$ cat src/rtl/earom_ctrl.sv
// EAROM access sequencer: runs read, write, erase and program (erase+write)
// cycles with programmable setup, strobe and hold phase lengths.
module earom_ctrl #(
  parameter int SETUP_CYC  = 2,
  parameter int STROBE_CYC = 4,
  parameter int HOLD_CYC   = 2
) (
  input  logic       clk,
  input  logic       reset_n,
  input  logic       req,
  input  logic [1:0] cmd,
  input  logic [5:0] addr,
  input  logic [7:0] wdata,
  output logic       busy,
  output logic       done,
  output logic [7:0] rdata,
  output logic [5:0] ea_a,
  output logic [7:0] ea_din,
  output logic       ea_c1,
  output logic       ea_c2,
  output logic       ea_cs1,
  output logic       ea_rclk,
  input  logic [7:0] ea_dout
);

  // A zero-length phase would skip the EAROM timing entirely, so clamp to 1.
  localparam int SU_EFF = (SETUP_CYC  < 1) ? 1 : SETUP_CYC;
  localparam int ST_EFF = (STROBE_CYC < 1) ? 1 : STROBE_CYC;
  localparam int HD_EFF = (HOLD_CYC   < 1) ? 1 : HOLD_CYC;

  localparam logic [7:0] SU_LOAD = 8'(SU_EFF - 1);
  localparam logic [7:0] ST_LOAD = 8'(ST_EFF - 1);
  localparam logic [7:0] HD_LOAD = 8'(HD_EFF - 1);

  typedef enum logic [2:0] {
    IDLE,
    SETUP,
    STROBE,
    RDCLK,
    RDCAP,
    HOLD,
    DONE
  } state_t;

  state_t     r_state;
  logic [7:0] r_cnt;
  logic       r_isRead;
  logic       r_progWrite;

  always_ff @(posedge clk or negedge reset_n) begin
    if (!reset_n) begin
      r_state     <= IDLE;
      r_cnt       <= 8'd0;
      r_isRead    <= 1'b0;
      r_progWrite <= 1'b0;
      busy        <= 1'b0;
      done        <= 1'b0;
      rdata       <= 8'h00;
      ea_a        <= 6'd0;
      ea_din      <= 8'h00;
      ea_c1       <= 1'b1;
      ea_c2       <= 1'b1;
      ea_cs1      <= 1'b0;
      ea_rclk     <= 1'b0;
    end else begin
      done <= 1'b0;
      case (r_state)
        IDLE: begin
          if (req) begin
            r_state     <= SETUP;
            r_cnt       <= SU_LOAD;
            busy        <= 1'b1;
            ea_a        <= addr;
            ea_din      <= wdata;
            r_isRead    <= (cmd == 2'b00);
            r_progWrite <= (cmd == 2'b11);
            // read 1/0, write 0/0, erase and the first program pass 0/1
            ea_c1       <= (cmd == 2'b00);
            ea_c2       <= cmd[1];
          end
        end
        SETUP: begin
          if (r_cnt == 8'd0) begin
            r_state <= STROBE;
            r_cnt   <= ST_LOAD;
            ea_cs1  <= 1'b1;
          end else begin
            r_cnt <= r_cnt - 8'd1;
          end
        end
        STROBE: begin
          if (r_cnt == 8'd0) begin
            if (r_isRead) begin
              r_state <= RDCLK;
              ea_rclk <= 1'b1;
            end else begin
              r_state <= HOLD;
              r_cnt   <= HD_LOAD;
              ea_cs1  <= 1'b0;
            end
          end else begin
            r_cnt <= r_cnt - 8'd1;
          end
        end
        RDCLK: begin
          r_state <= RDCAP;
          ea_rclk <= 1'b0;
        end
        RDCAP: begin
          r_state <= HOLD;
          r_cnt   <= HD_LOAD;
          ea_cs1  <= 1'b0;
          rdata   <= ea_dout;
        end
        HOLD: begin
          if (r_cnt == 8'd0) begin
            if (r_progWrite) begin
              // Program: erase pass finished, rerun the phases as a write.
              r_progWrite <= 1'b0;
              r_state     <= SETUP;
              r_cnt       <= SU_LOAD;
              ea_c2       <= 1'b0;
            end else begin
              r_state <= DONE;
              ea_c1   <= 1'b1;
              ea_c2   <= 1'b1;
            end
          end else begin
            r_cnt <= r_cnt - 8'd1;
          end
        end
        DONE: begin
          r_state <= IDLE;
          busy    <= 1'b0;
          done    <= 1'b1;
        end
        default: r_state <= IDLE;
      endcase
    end
  end

endmodule

$ cat config.mk
export PLATFORM = sky130hd
export DESIGN_NAME = earom_ctrl
export DESIGN_NICKNAME = d
export VERILOG_FILES = /design/src/rtl/earom_ctrl.sv
export SDC_FILE = /design/constraint.sdc
export NUM_CORES = 1
export LEC_CHECK = 0
export CORE_ASPECT_RATIO = 2
export CORE_UTILIZATION = 45
export DETAILED_ROUTE_END_ITERATION = 12
export PLACE_DENSITY_LB_ADDON = 0.15
export SYNTH_ARGS = -nofsm -noshare
export SYNTH_HDL_FRONTEND = slang
export SYNTH_SLANG_ARGS = --single-unit
$ cat constraint.sdc
create_clock -name clk -period 5.55 [get_ports clk]
set_clock_uncertainty 0.1 [all_clocks]
set_input_delay 1.11 -clock clk [delete_from_list [all_inputs] [get_ports clk]]
set_output_delay 1.11 -clock clk [all_outputs]
set_load 0.1 [all_outputs]
==> results.yml, run 1 <==
synth:
  synth_nets: 226
  synthTopCellsByArea: "dfrtp_1, nand2_1, mux2_2, or4_1, dfstp_2"
  syn_area_sq_um: 1960
  synth_seq_cells: 41
  synthArstFlopShare_pct: 100
  seq_area_frac_synth_pct: 52.6
  ys.flop_type: "dfrtp_1"
  synth_area_per_cell_sq_um: 9.93
  synthCells: 197
  synth_top_area_share_pct: 49.9
  synth_edf_count: 0
  synth_top_cell_by_area: "dfrtp_1"
  yosysWarnings: 0
  yosys.cell_types.count: 40
place:
  portBuffers: 54
  hpwl_mm: 3.22
  gp_congestion: 0.811
clock_tree:
  root_buffer: "clkbuf_8"
  clock_latency_ps: 300
  cts_buffers: 5
  tritoncts: "built"
  post_cts_resized: 0
  cts_setup_buffers: 0
  cts.sinks: 41
  htreeDepth: 2
  cts_max_path_buffers: 2
  cts_hold_buf: 0
  path_clk_slew_ps: 90
global_route:
  overflow: 0
  grt_pass1_vias: 1627
  grt.total_usage_pct: 21.9
  grt_pass1_wl_mm: 7.58
  grt_max_degree: 42
  antenna_found_initial: 0
sta:
  relSlewSlack_pct: 17.5
  worst_slew_pin_slew_ps: 1230
  fin_crit_sh_pct: 57.4
  drv_slew: 0
  setup_violations: 0
  hold_viol: 0
  grt_setup_unrepaired: "no"
  period_minus_slack_ps: 3190
  finalSetupTns_ps: 0
  fmax_mhz: 314
detailed_routing:
  dr.pass1.iters: 4
  wl_per_cell_microns: 15.4
  via_per_inst: 5.56
  vias: 1667
  drt-total-wl_mm: 4.62
  drc: 0
  first_iter_violations: 29
  detail-route-antenna-nets: 0
min_path:
  min_path_type: "reg -> reg"
finish:
  final_nets: 276
  layout_commonest_cell: "clkdlybuf4s50_1"
  layout_common_cells: "clkdlybuf4s50_1, nand2_1, dfrtp_1"
  layout-drive-gt1-share_pct: 10.1
  area_growth_pct: 34.2
  diodes: 0
  nFillCells: 364
setup_path:
  worst_ep_required_time_ps: 4340
  start_kind: "flip-flop"
  worstPathCellList: "clkdlybuf4s50_1"
  critical-path-max-stage-delay_ps: 1130
  cp_max_fo: 3
  r2r_slack_ps: 2700
  critPathBufInv: 1
  cp_slowest_cell: "clkdlybuf4s50_1"
  arrival_ps: 1980
  cp_top_family: "buffers and inverters"
  end_kind: "output port"
  crit_type: "reg -> out"
floorplan:
  dieArea_sq_um: 4630
  io_pins: 55
  initial_core_util_pct: 47.4
  num_rows: 33
  core-area_sq_um: 4130
  die_y_microns: 95.2
  dieWidth_microns: 48.6
job:
  cap_viol_max_count: 0
run_status:
  status: "complete, no violations"
[routing by layer]
layer  routed length, microns  vias to the layer above  part of all wire, %  global-route usage, %
li1                         -                      801                    -                      -
met1                     1860                      815                   40                   23.9
met2                     2510                       40                   54                   40.0
met3                      141                       11                  3.1                   2.87
met4                      108                        0                  2.3                   12.5
met5                        0                        -                    0                      0
[final cells by class]
class                   count  area [sq um]  area share, %
multi-input cells         141           868           33.1
repair buffers             54           536           20.4
clock inverters             2          38.8           1.48
inverters                   4          15.0          0.572
well taps                  52          65.1           2.48
clock buffers               6          72.6           2.77
flip-flops and latches     41          1030           39.2
[path summary, 6_finish.rpt]
| path | cells after the start | to | start |
|---|---|---|---|
| hold / removal | 2 | ea_a[5] | ea_a[5] |
| setup / recovery | 1 | ea_c1 | ea_c1 |
| max in group asynchronous | 1 | r_state[0] | reset_n |
| setup reg to reg | 4 | r_cnt[5] | r_state[2] |
| hold reg to reg | 2 | ea_a[5] | ea_a[5] |
| min in group asynchronous | 1 | rdata[7] | reset_n |
[synth_stat cells (all sizes together) (2+ instances only)]
cell type,count
and3,2
nand2,51
nor3,5
and2,2
clkbuf,10
or3,3
dfrtp,39
ha,2
nor3b,2
dfstp,2
a22oi,6
mux2,8
nand3,3
o21ai,7
inv,4
a21o,2
nor2,4
o311a,2
o41ai,2
or4,10
or4bb,2
a211oi,3
nand2b,4
a21oi,3
o31ai,6
nor2b,2
[flip-flops by register name (all words and copies together), names as in the netlist]
name and cells:
ea_din 8, r_cnt 8, rdata 8, ea_a 6, r_state 3, busy 1
done 1, ea_c1 1, ea_c2 1, ea_cs1 1, ea_rclk 1, r_isRead 1
r_progWrite 1
[stage by stage]
step           area [sq um]  hold WS, ps  setup slack [ps]  utilization (%)  std cells
5_1_grt                2620          405              2340             63.5        300
2_1_floorplan          1960          409              3140                -        197
6_report               2620          381              2360             63.5        300
4_1_cts                2620          383              2360             63.5        300
3_3_place_gp           2510          358              2620             60.8        292
3_5_place_dp           2510          362              2560             60.8        292
[kinds of logic (layout without fill, tap and decap cells)]
kind of cell / Yosys count / count (layout) / synth area share [%]
and+or+nand+nor: 96 / 96 / 25.5
DFF: 41 / 41 / 52.6
AOI/OAI and AO/OA: 34 / 34 / 12.5
buffers and inverters: 15 / 66 / 3.01
muxes: 9 / 9 / 5.12
adders and majority gates: 2 / 2 / 1.28
Power of run 1 is not shown: default switching activity piles up to over one toggle a cycle in this logic, so the estimate is an artifact.
==> inputs of run 2 (changes only) <==
- CORE_UTILIZATION: 45 -> 43
- clock period: 5.55 -> 2.69 ns (I/O delays scaled with it)
==> run 2 against run 1 <==
Net effect:
- count of clock-buffer cells in the layout grew 1
- register-to-register slack lost 2300 ps
- critical endpoint is now r_cnt[7]
- worst setup slack lost 2000 ps
- sequential cell count is the same
- core utilization shrank 3.5 points
- routed wire length shrank 1.7%
- global-route usage shrank 1.4 points
- sequential share of layout area grew 0.26 points
- critical path depth grew 3
- hold slack lost 110 ps
- non-clock buffer count grew 6
==> results.yml, run 2 (synthesis results as in run 1) <==
finish:
  nFillCells: 408
  diodes: 0
  layout-drive-gt1-share_pct: 23.2
  stdcell_count: 308
  reg_top3: "ea_din: 8 flops, r_cnt: 8 flops, rdata: 8 flops"
  layout_common_cells: "nand2_1, dfrtp_1, buf_4"
  final_nets: 282
  area_growth_pct: 33.3
  layout_commonest_cell: "nand2_1"
place:
  dp_slack_ps: 279
  portBuffers: 54
  hpwl_mm: 3.38
  dp_cells: 300
  gp_congestion: 0.775
sta:
  finalSetupTns_ps: 0
  hold_ws_ps: 269
  fin_crit_sh_pct: 86.1
  grt_setup_unrepaired: "no"
  hold_viol: 0
  worst_slew_pin_slew_ps: 902
  layout_setup_ws_ps: 373
  drv_slew: 0
  relSlewSlack_pct: 39.9
  fmax_mhz: 432
  period_minus_slack_ps: 2320
  setup_violations: 0
floorplan:
  core-area_sq_um: 4340
  dieWidth_microns: 49.7
  num_rows: 34
  initial_core_util_pct: 45.1
  die_y_microns: 97.4
  io_pins: 55
  dieArea_sq_um: 4840
clock_tree:
  cts_setup_buffers: 0
  cts_max_path_buffers: 2
  cts_hold_buf: 0
  cts_buffers: 5
  cts.sinks: 41
  htreeDepth: 2
  path_clk_slew_ps: 80
  tritoncts: "built"
  root_buffer: "clkbuf_8"
  post_cts_resized: 0
  clock_latency_ps: 290
setup_path:
  start_kind: "flip-flop"
  arrival_ps: 2430
  cp_max_fo: 8
  end_kind: "flip-flop"
  worst_ep_required_time_ps: 2800
  setup.worst_path.start: "r_cnt[2]"
  worstReg2RegStart: "r_cnt[2]"
  crit_type: "reg -> reg"
global_route:
  antenna_found_initial: 0
  grt_max_degree: 42
  grt_pass1_vias: 1665
  overflow: 0
  grt.total_usage_pct: 20.5
  grt_pass1_wl_mm: 7.65
detailed_routing:
  via_per_inst: 5.52
  wl_per_cell_microns: 14.7
  vias: 1700
  first_iter_violations: 28
  drt-total-wl_mm: 4.54
  detail-route-antenna-nets: 0
  dr.pass1.iters: 4
  drc: 0
min_path:
  min_path_type: "in -> async"
job:
  cap_viol_max_count: 0
run_status:
  status: "complete, no violations"
## run 2: cell types whose count changed in the layout (fill, tap and decap cells not counted)
cell             delta
buf_4              +34
clkbuf_8            +1
clkdlybuf4s50_1    -28
clkinv_4            -1
## run 2: through the flow
stage	area, sq um	utilization [%]
6_report	2610	60.1
5_1_grt	2610	60.1
3_3_place_gp	2490	57.4
3_5_place_dp	2490	57.4
2_1_floorplan	1960	-
4_1_cts	2610	60.1
## run 2: routing by layer
metal / vias to the layer above / share of wire (%) / GRT usage [%]
met5: - / 0 / 0
met1: 832 / 38 / 22.8
li1: 811 / - / -
met2: 48 / 57 / 36.8
met3: 9 / 2.9 / 3.29
met4: 0 / 2.2 / 9.01
## run 2: path summary, 6_finish.rpt
| check | endpoint | slack [ps] | cells past startpoint |
|---|---|---|---|
| max in group asynchronous | r_progWrite | 1660 | 1 |
| setup reg to reg | r_cnt[7] | 370 | 4 |
| min in group clk | ea_din[7] | 380 | 2 |
| hold reg to reg | ea_din[7] | 380 | 2 |
| hold / removal | rdata[5] | 270 | 1 |
| setup / recovery | r_cnt[7] | 370 | 4 |
## run 2: area by class of cell
class                   count  area, sq um  area share, %
well taps                  54         67.6           2.59
multi-input cells         141          868           33.3
clock inverters             1         30.0           1.15
clock buffers               7         86.3           3.31
inverters                   4         15.0          0.576
flip-flops and latches     41         1030           39.5
repair buffers             60          510           19.6
## run 2: critical path, cell delays in order, from the launching register on
cell     delay, ps
dfrtp_1        430
or4_1          680
or4_1          460
or4_1          420
a22oi_2        150
Power of run 2 is left out for the same reason.
